## src/rtl/ife_alloc_pkg.sv

```systemverilog
// Shared types and helpers for the core allocator and its per-core trackers.
package ife_alloc_pkg;

  // Per-core availability state.
  typedef enum logic [1:0] {
    BUSY     = 2'd0,
    SETTLE   = 2'd1,
    IDLE     = 2'd2,
    RESERVED = 2'd3
  } trk_state_e;

  // Index width for n cores, never narrower than one bit.
  function automatic int calc_core_w(input int n);
    int w;
    w = 1;
    for (int i = 1; i < 31; i++) begin
      if ((1 << i) < n) w = i + 1;
    end
    return w;
  endfunction

endpackage

```

## src/rtl/ife_core_tracker.sv

```systemverilog
// One core's availability tracker: idle hysteresis plus reservation timeout.
module ife_core_tracker
  import ife_alloc_pkg::*;
#(
  parameter int IDLE_CYCLES  = 2,
  parameter int RESV_TIMEOUT = 16
) (
  input  logic clk,
  input  logic rst_n,
  input  logic busy,
  input  logic reserve,
  output logic is_idle,
  output logic timeout_pulse
);

  localparam int CNT_W  = $clog2(IDLE_CYCLES + 1);
  localparam int TCNT_W = $clog2(RESV_TIMEOUT + 1);

  trk_state_e        state_q, state_d;
  logic [CNT_W-1:0]  cnt_q, cnt_d;
  logic [TCNT_W-1:0] tcnt_q, tcnt_d;
  logic              tout_q, tout_d;
  logic [CNT_W-1:0]  cnt_inc;

  assign cnt_inc = cnt_q + CNT_W'(1);

  // State register; reset forces every core to re-prove quietness.
  always_ff @(posedge clk or negedge rst_n) begin
    if (!rst_n) begin
      state_q <= SETTLE;
      cnt_q   <= '0;
      tcnt_q  <= '0;
      tout_q  <= 1'b0;
    end else begin
      state_q <= state_d;
      cnt_q   <= cnt_d;
      tcnt_q  <= tcnt_d;
      tout_q  <= tout_d;
    end
  end

  // Next-state logic; busy always overrides reservation and timeout.
  always_comb begin
    state_d = state_q;
    cnt_d   = cnt_q;
    tcnt_d  = tcnt_q;
    tout_d  = 1'b0;
    case (state_q)
      BUSY: begin
        if (!busy) begin
          if (IDLE_CYCLES == 1) begin
            state_d = IDLE;
          end else begin
            state_d = SETTLE;
            cnt_d   = CNT_W'(1);
          end
        end
      end
      SETTLE: begin
        if (busy) begin
          state_d = BUSY;
        end else begin
          cnt_d = cnt_inc;
          if (cnt_inc == CNT_W'(IDLE_CYCLES)) state_d = IDLE;
        end
      end
      IDLE: begin
        if (busy) begin
          state_d = BUSY;
        end else if (reserve) begin
          state_d = RESERVED;
          tcnt_d  = '0;
        end
      end
      RESERVED: begin
        if (busy) begin
          state_d = BUSY;
        end else if (tcnt_q == TCNT_W'(RESV_TIMEOUT - 1)) begin
          state_d = IDLE;
          tout_d  = 1'b1;
        end else begin
          tcnt_d = tcnt_q + TCNT_W'(1);
        end
      end
      default: state_d = SETTLE;
    endcase
  end

  // Outputs derived from registered state.
  always_comb begin
    is_idle       = (state_q == IDLE);
    timeout_pulse = tout_q;
  end

endmodule

```

## src/rtl/ife_core_allocator.sv

```systemverilog
// Core availability monitor and round-robin allocator for the dispatch stage.
module ife_core_allocator
  import ife_alloc_pkg::*;
#(
  parameter int NUM_CORES    = 4,
  parameter int IDLE_CYCLES  = 2,
  parameter int RESV_TIMEOUT = 16,
  localparam int CORE_W      = calc_core_w(NUM_CORES),
  localparam int CNT_W       = $clog2(NUM_CORES + 1)
) (
  input  logic                 clk,
  input  logic                 rst_n,
  input  logic [NUM_CORES-1:0] core_busy,
  input  logic [NUM_CORES-1:0] core_enable,
  input  logic                 alloc_req,
  output logic                 alloc_gnt,
  output logic [CORE_W-1:0]    alloc_core_id,
  output logic [NUM_CORES-1:0] core_idle_mask,
  output logic [CNT_W-1:0]     idle_count,
  output logic                 all_busy,
  output logic [NUM_CORES-1:0] resv_timeout
);

  logic [NUM_CORES-1:0] is_idle;
  logic [NUM_CORES-1:0] reserve;
  logic [NUM_CORES-1:0] eligible;

  logic              alloc_gnt_q, alloc_gnt_d;
  logic [CORE_W-1:0] core_id_q, core_id_d;
  logic [CORE_W-1:0] rr_ptr_q, rr_ptr_d;

  logic              found;
  logic [CORE_W-1:0] winner;
  logic [CORE_W-1:0] winner_next;
  logic              grant_fire;
  logic [CNT_W-1:0]  pop;

  genvar gi;
  generate
    for (gi = 0; gi < NUM_CORES; gi++) begin : g_trk
      assign reserve[gi] = grant_fire && (winner == CORE_W'(gi));
      ife_core_tracker #(
        .IDLE_CYCLES  (IDLE_CYCLES),
        .RESV_TIMEOUT (RESV_TIMEOUT)
      ) u_trk (
        .clk           (clk),
        .rst_n         (rst_n),
        .busy          (core_busy[gi]),
        .reserve       (reserve[gi]),
        .is_idle       (is_idle[gi]),
        .timeout_pulse (resv_timeout[gi])
      );
    end
  endgenerate

  assign eligible = is_idle & core_enable;

  // Find the first eligible core at or above the round-robin pointer, wrapping.
  always_comb begin
    int idx;
    found  = 1'b0;
    winner = '0;
    idx    = 0;
    for (int off = 0; off < NUM_CORES; off++) begin
      idx = int'(rr_ptr_q) + off;
      if (idx >= NUM_CORES) idx = idx - NUM_CORES;
      if (!found && eligible[idx]) begin
        found  = 1'b1;
        winner = CORE_W'(idx);
      end
    end
  end

  // Grant decision; a grant in flight blocks the next request for one cycle.
  always_comb begin
    grant_fire  = alloc_req && !alloc_gnt_q && found;
    winner_next = (int'(winner) == NUM_CORES - 1) ? '0 : winner + CORE_W'(1);
    alloc_gnt_d = grant_fire;
    core_id_d   = grant_fire ? winner      : core_id_q;
    rr_ptr_d    = grant_fire ? winner_next : rr_ptr_q;
  end

  // Grant and pointer registers.
  always_ff @(posedge clk or negedge rst_n) begin
    if (!rst_n) begin
      alloc_gnt_q <= 1'b0;
      core_id_q   <= '0;
      rr_ptr_q    <= '0;
    end else begin
      alloc_gnt_q <= alloc_gnt_d;
      core_id_q   <= core_id_d;
      rr_ptr_q    <= rr_ptr_d;
    end
  end

  // Popcount of the qualified idle mask.
  always_comb begin
    pop = '0;
    for (int i = 0; i < NUM_CORES; i++) begin
      pop = pop + CNT_W'(eligible[i]);
    end
  end

  assign alloc_gnt      = alloc_gnt_q;
  assign alloc_core_id  = core_id_q;
  assign core_idle_mask = eligible;
  assign idle_count     = pop;
  assign all_busy       = (eligible == '0);

endmodule
```

## config.mk

```make
export PLATFORM = sky130hd
export DESIGN_NAME = ife_core_allocator
export DESIGN_NICKNAME = d
export VERILOG_FILES = /design/src/rtl/ife_alloc_pkg.sv /design/src/rtl/ife_core_tracker.sv /design/src/rtl/ife_core_allocator.sv
export SDC_FILE = /design/constraint.sdc
export NUM_CORES = 1
export LEC_CHECK = 0
export BUFFER_PORTS_ARGS = -buffer_cell sky130_fd_sc_hd__buf_2
export CAP_MARGIN = 20
export CELL_PAD_IN_SITES_DETAIL_PLACEMENT = 1
export CELL_PAD_IN_SITES_GLOBAL_PLACEMENT = 1
export CORE_MARGIN = 2
export CORE_UTILIZATION = 35
export DETAILED_ROUTE_END_ITERATION = 12
export PLACE_DENSITY_LB_ADDON = 0.1
export SLEW_MARGIN = 20
export SYNTH_ARGS = -nofsm -noshare
export SYNTH_HDL_FRONTEND = slang
export SYNTH_SLANG_ARGS = --single-unit
```

## constraint.sdc

```tcl
create_clock -name clk -period 3.6 [get_ports clk]
set_clock_uncertainty 0.1 [all_clocks]
set_input_delay 0 -clock clk [delete_from_list [all_inputs] [get_ports clk]]
set_output_delay 0 -clock clk [all_outputs]
set_load 0.05 [all_outputs]
```

==> results.yml, run 1 <==
sta:
  setup-tns-final_ns: 0
  fin_crit_sh: 0.714
  layout_setup_ws_ns: 1.03
  worst_pin_slew_ns: 0.762
  slew_violations: 0
  final_hold_viol_count: 0
  slew_headroom: 0.484
  rsz0062_at_grt: "no"
  max_freq_mhz: 389
  setup_viol: 0
  fin_crit_ns: 2.57
place:
  post_dp_cell_area_um2: 2820
  portBuffers: 25
  place.gp.congestion: 0.742
  dp_hpwl_um: 4250
  pre_cts_slack_ns: 1.01
clock_network:
  root_buffer: "clkbuf_8"
  clock_path_buffers: 2
  h-tree-depth: 2
  cts_tree: "done"
  clk_pin_slew_worst_paths_ns: 0.08
  ctsHoldBuffers: 5
  clock_sinks: 45
  clock_latency_ns: 0.30
  post_cts_buffers: 0
  ctsResizeCount: 0
  numCtsBuffers: 5
global_route:
  antenna_found_initial: 0
  grt_usage: 0.156
  use_met2: 0.260
  overflow: 0
  grt_pass1_vias: 2187
  grt_pass1_wl_um: 10500
  grt_max_degree: 30
  use_met1: 0.206
  gr-max-usage-layer: "met2"
  grt_use_met3: 0.0332
setup_path:
  arrival_ns: 2.71
  cp-end-kind: "flip-flop"
  reg2reg_slack_ns: 1.03
  cp.required_ns: 3.74
  path_cells: "nand3b_1, inv_2, o41ai_4, inv_2, and4_4, a211o_1, and2_1"
  start_kind: "flip-flop"
  crit_type: "reg2reg"
  crit_path_top_delay_cell: "dfstp_2"
  cp_top_family: "compound AO/OA/AOI/OAI gates"
  cpPeakStageDelay_ns: 0.67
  cp_max_fo: 12
  crit_buf_inv: 2
  crit_top_cell: "inv_2"
synth:
  synth_ff_type: "dfrtp_1"
  synth_nets: 305
  synth_top_area_frac: 0.388
  async_flop_share: 1.00
  syn_avg_cell_area_um2: 9.48
  syn_inst: 279
  yosysWarningCount: 0
  yosys_register_bits: 45
  ys_seq_area_frac: 0.428
  synth_edf_count: 0
  ys_types: 50
  ys_top_cells_by_area: "dfrtp_1 (39%), ha_1 (7.1%), a21o_1 (4.3%)"
  yosysTopAreaCell: "dfrtp_1"
  syn_area_um2: 2650
min_path:
  hold_class: "in2async"
detailed_routing:
  wl_per_cell_um: 14.7
  avgViaCountPerCell: 5.21
  ant_nets: 0
  wl_um: 5910
  vias: 2095
  firstDrtPassIters: 4
  drtIter0Drc: 41
  drc: 0
finish:
  nets: 329
  final_cell_mix: "dfrtp_1 (41), inv_1 (26), buf_2 (25), o21ai_0 (19), nor2_1 (16)"
  n_fill_cell: 898
  area_growth_pct: 12.6
  diodes: 0
  layout_commonest_cell: "dfrtp_1"
  final_area_um2: 2980
  drive_gt1_frac: 0.175
floorplanning:
  dieArea_um2: 8270
  start_util: 0.363
  die_h_um: 90.9
  ioPinCount: 26
  rows: 31
  core_um2: 7290
  die_w_um: 90.9
pwr:
  vdd_ir_drop_max_uv: 299
  power_mw: 2.36
  powerDensity_nw_per_um2: 791
  leakage_nw: 1.44
status:
  status: "finished, final reports clean"
job:
  cap_violations: 0
## cell usage after synthesis (all sizes together) (2+ instances only)
cell type and count:
nor2 16, nand4b 4, a21o 15, a21oi 14, o22ai 2, nand3 6, clkbuf 6, o21a 4
ha 15, or2 2, o21ai 24, nor3 9, dfrtp 41, nand2 12, inv 31, nand2b 6
nand3b 6, a211o 2, nor4bb 2, o41ai 3, a211oi 2, and3 6, nor2b 3, dfstp 4
and2 2, xnor2 2, mux2 4, a22oi 8, a22o 7, buf 8
## cell type report
class,instances,area [µm²],area share
multi-input cells,189,1320,0.443
well taps,99,124,0.0416
repair buffers,31,183,0.0613
inverters,31,116,0.0391
flip-flops and latches,45,1130,0.380
clock buffers,5,68.8,0.0231
clock inverters,2,35.0,0.0118
## path summary, 6_finish.rpt
check	cells after the start	to	from
worst max-delay path	7	g_trk[1].u_trk.state_q[0]	g_trk[1].u_trk.state_q[0]
worst min-delay path	2	g_trk[0].u_trk.tcnt_q[2]	rst_n
worst max register to register	7	g_trk[1].u_trk.state_q[0]	g_trk[1].u_trk.state_q[0]
worst min register to register	1	g_trk[2].u_trk.tcnt_q[4]	g_trk[2].u_trk.tcnt_q[4]
max in group asynchronous	3	g_trk[1].u_trk.state_q[0]	rst_n
min in group clk	4	alloc_gnt	alloc_req
## per-layer routing
layer  share of wire  vias to the layer above
met2            0.45                       21
met4           0.010                        0
met5               0                        -
met3           0.022                        5
met1            0.51                     1025
li1                -                     1044
## metrics by stage
stage | cells | util | hold slack [ns]
after global routing | 402 | 0.408 | 0.0593
after detailed placement | 390 | 0.387 | -0.137
after CTS | 402 | 0.408 | 0.0495
after global placement | 390 | 0.387 | -0.135
after floorplan | 279 | - | -0.396
final | 402 | 0.408 | 0.0556
## worst register-to-register path, stage by stage (launching register included)
cell,delay [ns]
dfstp_2,0.67
nand3b_1,0.21
inv_2,0.10
o41ai_4,0.57
inv_2,0.10
and4_4,0.19
a211o_1,0.39
and2_1,0.18
## cells by family after synthesis
group,count (synthesis),synth area share
xor gates and xnor gates,2,0.00662
buffers and inverters,45,0.0733
adders and majority gates,15,0.0710
DFF,45,0.428
AOI/OAI and AO/OA,90,0.236
and+or+nand+nor,77,0.165
muxes,5,0.0208
## sequential cells by signal, summed over array words and instances, names as in the netlist
name,flops
g_trk.u_trk.cnt_q,8
rr_ptr_q,2
g_trk.u_trk.tcnt_q,20
alloc_gnt,1
g_trk.u_trk.state_q,8
alloc_core_id,2
g_trk.u_trk.timeout_pulse,4
## power breakdown
group	switching (mW)	internal, mW	leakage (nW)
clock	0.176	0.202	0.0540
sequential	0.250	0.709	0.535
combinational	0.566	0.454	0.854
Power figures use the tool's default switching activity.
==> run 2: changes to the inputs <==
- ABC_AREA: unset -> 1
- clock period: 3.6 -> 2.1 ns (I/O delays scaled with it)
==> run 2 against run 1 <==
Die area up 15%. Worst hold slack gained 0.063 ns. Largest power group unchanged. Clock power is 90% higher. Sequential cell count unchanged. The run now ends with negative setup slack left. Combinational power increased to 3.8 times the previous value. Sequential power up 37%. Worst setup slack got worse by 1.0 ns. Sequential share of layout area shrank 10 points. Largest cell class unchanged.
==> results.yml, run 2 <==
global_route:
  grt_pass1_wl_um: 13600
  use_met1: 0.225
  gr-max-usage-layer: "met2"
  grt_max_degree: 24
  use_met2: 0.291
  antenna_found_initial: 0
  overflow: 0
  grt_use_met3: 0.0345
  grt_pass1_vias: 2914
  grt_usage: 0.172
sta:
  fin_crit_ns: 2.11
  whs_ns: 0.119
  rsz0062_at_grt: "yes"
  setup_viol: 9
  final_hold_viol_count: 0
  setup-tns-final_ns: -0.0531
  fin_crit_sh: 1.01
  max_freq_mhz: 473
  slew_headroom: 0.612
  layout_setup_ws_ns: -0.0145
  worst_pin_slew_ns: 0.582
  slew_violations: 0
synth:
  syn_avg_cell_area_um2: 7.66
  synth_top_family_by_area: "simple AND/OR/NAND/NOR gates"
  async_flop_share: 1.00
  synth_nets: 425
  ys_seq_area_frac: 0.370
  synth_compound_area_frac: 0.0893
  ys_top_cells_by_area: "dfrtp_1 (34%), nand2_1 (13%), ha_1 (6.1%)"
  yosysMostFrequentCell: "nand2_1"
  yosysTopAreaCell: "dfrtp_1"
  synth_edf_count: 0
  muxShareOfSynthArea: 0
  ys_types: 36
  syn_area_um2: 3060
  yosysWarningCount: 0
  synth_top_area_frac: 0.336
  synthAdderAreaFrac: 0.0614
  synth-xor-area-share: 0.00860
  syn_inst: 399
  yosys_register_bits: 45
  synth_common_cells: "nand2_1 (102), nor2_1 (43), dfrtp_1 (41)"
  synthSimpleGateAreaFrac: 0.389
  synth_ff_type: "dfrtp_1"
clock_network:
  clock_latency_ns: 0.31
  cts_tree: "done"
  h-tree-depth: 2
  numCtsBuffers: 5
  clock_path_buffers: 2
  root_buffer: "clkbuf_8"
  clock_sinks: 45
  clk_pin_slew_worst_paths_ns: 0.09
place:
  portBuffers: 25
  dp_hpwl_um: 5700
  dp_cells: 546
  place.gp.congestion: 0.805
  post_dp_cell_area_um2: 3440
  pre_cts_slack_ns: -0.0547
setup_path:
  cp.required_ns: 2.25
  cpPeakStageDelay_ns: 0.55
  cp_max_fo: 6
  arrival_ns: 2.27
  crit_buf_inv: 2
  cp-end-kind: "flip-flop"
  start_kind: "flip-flop"
  cp_top_family: "simple AND/OR/NAND/NOR gates"
  crit_path_top_delay_cell: "dfstp_2"
  crit_type: "reg2reg"
  path_cells: "inv_2, nand3_4, nand2_4, nand3_4, nand2_4, nor2_4, nand4_1, nand2_4, inv_4, nand3_4, nand2_4, nand2_4, nand2_1, nand2_1"
  crit_top_cell: "nand2_4"
finish:
  instances_no_fill: 577
  layout_commonest_cell: "nand2_1"
  final_cell_mix: "nand2_1 (73), nor2_1 (41), dfrtp_1 (41), inv_1 (37), buf_4 (35)"
  area_growth_pct: 33.0
  top_regs: "g_trk.u_trk.tcnt_q x20, g_trk.u_trk.cnt_q x8, g_trk.u_trk.state_q x8"
  nets: 494
  largest_register: "g_trk.u_trk.tcnt_q"
  largest_reg_flops: 20
  diodes: 0
  final_area_um2: 4060
  drive_gt1_frac: 0.369
  final_util: 0.473
detailed_routing:
  avgViaCountPerCell: 4.89
  wl_per_cell_um: 13.6
  ant_nets: 0
  vias: 2822
  drtIter0Drc: 62
  wl_um: 7870
  firstDrtPassIters: 4
  drc: 0
status:
  violations: "negative setup slack"
  status: "complete, but fails checks"
min_path:
  hold_class: "in2async"
floorplanning:
  rows: 34
  core_um2: 8590
  die_w_um: 97.4
  die_h_um: 97.4
  start_util: 0.356
  dieArea_um2: 9490
  ioPinCount: 26
pwr:
  power_mw: 5.88
  powerDensity_nw_per_um2: 1450
  leakage_nw: 1.95
  vdd_ir_drop_max_uv: 479
job:
  cap_violations: 0
==> run 2: cell count changes in the layout (fill, tap and decap cells not counted), sizes merged, moves of 5 or more <==
cell and change:
and3 -5, nand3 +42, inv +18, a22o -7
nand2 +109, a22oi -8, nand2b -6, buf +39
nand4 +7, nor2 +29, a21o -15, a21oi -7
==> run 2: cell families after synthesis <==
| group | count (synthesis) |
|---|---|
| buffers and inverters | 58 |
| XOR/XNOR | 3 |
| flip-flops | 45 |
| adder cells (fa/ha/maj) | 15 |
| AND/OR/NAND/NOR | 236 |
| AO/OA/AOI/OAI | 42 |
==> run 2: final timing paths <==
path,start,endpoint,slack (ns),cells past startpoint
max in group asynchronous,rst_n,g_trk[0].u_trk.state_q[0],1.17,3
min in group clk,alloc_req,alloc_gnt,0.14,5
hold reg to reg,g_trk[2].u_trk.tcnt_q[4],g_trk[2].u_trk.tcnt_q[4],0.38,2
setup reg to reg,g_trk[0].u_trk.state_q[0],g_trk[1].u_trk.tcnt_q[3],-0.01,14
hold / removal,rst_n,g_trk[1].u_trk.tcnt_q[2],0.12,2
setup / recovery,g_trk[0].u_trk.state_q[0],g_trk[1].u_trk.tcnt_q[3],-0.01,14
==> run 2: worst reg2reg max path: cells and delay by family, from the launching register on <==
| family | cells | cell delay (ns) |
|---|---|---|
| AND/OR/NAND/NOR | 12 | 1.31 |
| buffers and inverters | 2 | 0.11 |
| flip-flops | 1 | 0.55 |
==> run 2: per-layer routing <==
layer,share of wire,wire (µm),vias up
li1,-,-,1427
met1,0.46,3610,1356
met2,0.50,3910,29
met3,0.031,243,10
met4,0.015,116,0
met5,0,0,-
==> run 2: power by group <==
part           internal (mW)  switching, mW  total [mW]
Combinational           1.46           2.40        3.86
Clock                  0.389          0.328       0.717
Sequential              1.13          0.176        1.31
==> run 2: cell type report <==
| class | instances | area (µm²) |
|---|---|---|
| Fill cell | 1075 | 4530 |
| Multi-Input combinational cell | 297 | 1950 |
| Sequential cell | 45 | 1130 |
| Timing Repair Buffer | 70 | 534 |
| Inverter | 49 | 191 |
| Tap cell | 108 | 135 |
| Clock buffer | 7 | 86.3 |
| Clock inverter | 1 | 30.0 |
==> run 2: what timing repair did <==
action                                  4_1_cts  5_1_grt
gates resized for setup                      21       58
hold buffers                                  5        0
hold endpoints to repair                     41        0
cloned                                        1        0
pin swaps                                    10       27
buffers inserted                             10        7
endpoints found under the setup margin       18       34
==> run 3: changes to the inputs <==
- CELL_PAD_IN_SITES_DETAIL_PLACEMENT: 1 -> unset
- CELL_PAD_IN_SITES_GLOBAL_PLACEMENT: 1 -> unset
- CORE_UTILIZATION: 35 -> 40
- PLACE_DENSITY_LB_ADDON: 0.1 -> unset
==> run 3 against run 2 <==
The run now ends clean. Sequential power barely moved. Clock-buffer cell count fell by 1. Non-clock buffer count fell by 11.
==> results.yml, run 3 (synthesis gave the netlist of run 2 again) <==
floorplanning:
  ioPinCount: 26
  die_h_um: 91.4
  core_um2: 7330
  rows: 31
  die_w_um: 91.4
  start_util: 0.417
  dieArea_um2: 8350
global_route:
  use_met1: 0.209
  grt_usage: 0.156
  grt_use_met3: 0.0274
  antenna_found_initial: 0
  use_met2: 0.260
  overflow: 0
  grt_max_degree: 46
  grt_pass1_wl_um: 10900
  grt_pass1_vias: 2424
  gr-max-usage-layer: "met2"
place:
  dp_cells: 533
  dp_hpwl_um: 4600
  place.gp.congestion: 0.904
  portBuffers: 25
  pre_cts_slack_ns: -0.0165
finish:
  largest_register: "g_trk.u_trk.tcnt_q"
  largest_reg_flops: 20
  area_growth_pct: 25.4
  final_cell_mix: "nand2_1 (89), nor2_1 (42), dfrtp_1 (41), inv_1 (39), nand3_1 (33)"
  layout_commonest_cell: "nand2_1"
  drive_gt1_frac: 0.303
  top_regs: "g_trk.u_trk.tcnt_q x20, g_trk.u_trk.cnt_q x8, g_trk.u_trk.state_q x8"
  diodes: 0
  nets: 483
  instances_no_fill: 557
clock_network:
  numCtsBuffers: 5
  root_buffer: "clkbuf_8"
  clock_latency_ns: 0.31
  cts_tree: "done"
  clk_pin_slew_worst_paths_ns: 0.09
  h-tree-depth: 2
  clock_path_buffers: 2
  clock_sinks: 45
sta:
  final_hold_viol_count: 0
  fin_crit_sh: 0.996
  rsz0062_at_grt: "yes"
  max_freq_mhz: 478
  worst_pin_slew_ns: 0.350
  layout_setup_ws_ns: 0.00787
  setup_viol: 0
  setup-tns-final_ns: 0
  slew_violations: 0
  fin_crit_ns: 2.09
  slew_headroom: 0.766
setup_path:
  cp.required_ns: 2.00
  arrival_ns: 1.99
  start_kind: "flip-flop"
  crit_path_top_delay_cell: "dfstp_2"
  path_cells: "inv_2, nand3_4, ha_4, ha_4, inv_2, nor2_2, ha_1, buf_6"
  crit_type: "reg2out"
  cpPeakStageDelay_ns: 0.55
  cp_max_fo: 4
  worstRegToRegCells: 14
  cp-end-kind: "output port"
  reg2reg_slack_ns: 0.03
pwr:
  powerDensity_nw_per_um2: 1400
  vdd_ir_drop_max_uv: 761
  leakage_nw: 1.87
  power_mw: 5.35
min_path:
  hold_class: "in2async"
detailed_routing:
  avgViaCountPerCell: 4.80
  wl_um: 6330
  drc: 0
  drtIter0Drc: 115
  ant_nets: 0
  wl_per_cell_um: 11.4
  firstDrtPassIters: 4
  vias: 2672
status:
  status: "finished, final reports clean"
job:
  cap_violations: 0
run 3: changes by cell type in the layout (fill, tap and decap cells not counted), moves of 3 or more:
cell,change
nand2_2,-11
buf_4,-10
nand2_1,+16
nand2_4,-3
nand3_2,-3
nand3_1,+3
run 3: metrics by stage:
stage,hold slack [ns],utilization,instance area [µm²]
floorplan,-0.396,-,3060
global placement,-0.0931,0.464,3400
detailed placement,-0.0943,0.464,3400
CTS,0.0861,0.507,3720
global route,0.115,0.523,3830
finish,0.102,0.523,3830
run 3: where the power goes:
group	switching, mW	total [mW]	internal (mW)
logic	2.12	3.34	1.22
registers	0.179	1.31	1.13
clock network	0.313	0.701	0.387
total	2.61	5.35	2.74
run 3: worst paths after layout:
path / from / to
max: g_trk[0].u_trk.state_q[0] / idle_count[1]
min: rst_n / g_trk[1].u_trk.tcnt_q[2]
max reg2reg: g_trk[0].u_trk.state_q[0] / g_trk[3].u_trk.tcnt_q[4]
min reg2reg: g_trk[0].u_trk.tcnt_q[4] / g_trk[0].u_trk.tcnt_q[4]
max in group asynchronous: rst_n / g_trk[3].u_trk.state_q[0]
min in group clk: alloc_req / alloc_gnt
run 3: layer usage:
| metal | vias to the layer above | routed length (µm) |
|---|---|---|
| met5 | - | 0 |
| met4 | 0 | 70 |
| met3 | 7 | 148 |
| met2 | 25 | 3040 |
| met1 | 1231 | 3070 |
| li1 | 1409 | - |
run 3: area by class of cell:
| cell class | count | area [µm²] |
|---|---|---|
| inverters | 49 | 186 |
| multi-input cells | 297 | 1830 |
| clock buffers | 6 | 82.6 |
| well taps | 99 | 124 |
| repair buffers | 59 | 444 |
| fillers | 683 | 3500 |
| flip-flops and latches | 45 | 1130 |
| clock inverters | 2 | 37.5 |
run 3: repair_timing:
| item | CTS | global route |
|---|---|---|
| endpoints found under the setup margin | 10 | 32 |
| resized for setup | 24 | 18 |
| setup buffers | 5 | 5 |
| pin swaps | 11 | 15 |
| gates cloned | 1 | 0 |
| hold buffers | 5 | 0 |
| endpoints found under the hold margin | 58 | 0 |
run 3: critical path: cells and delay by family (launching register included):
kind                       cells  cell delay, ns
adders and majority gates      3            0.72
buffers and inverters          3            0.25
DFF                            1            0.55
and+or+nand+nor                2            0.17
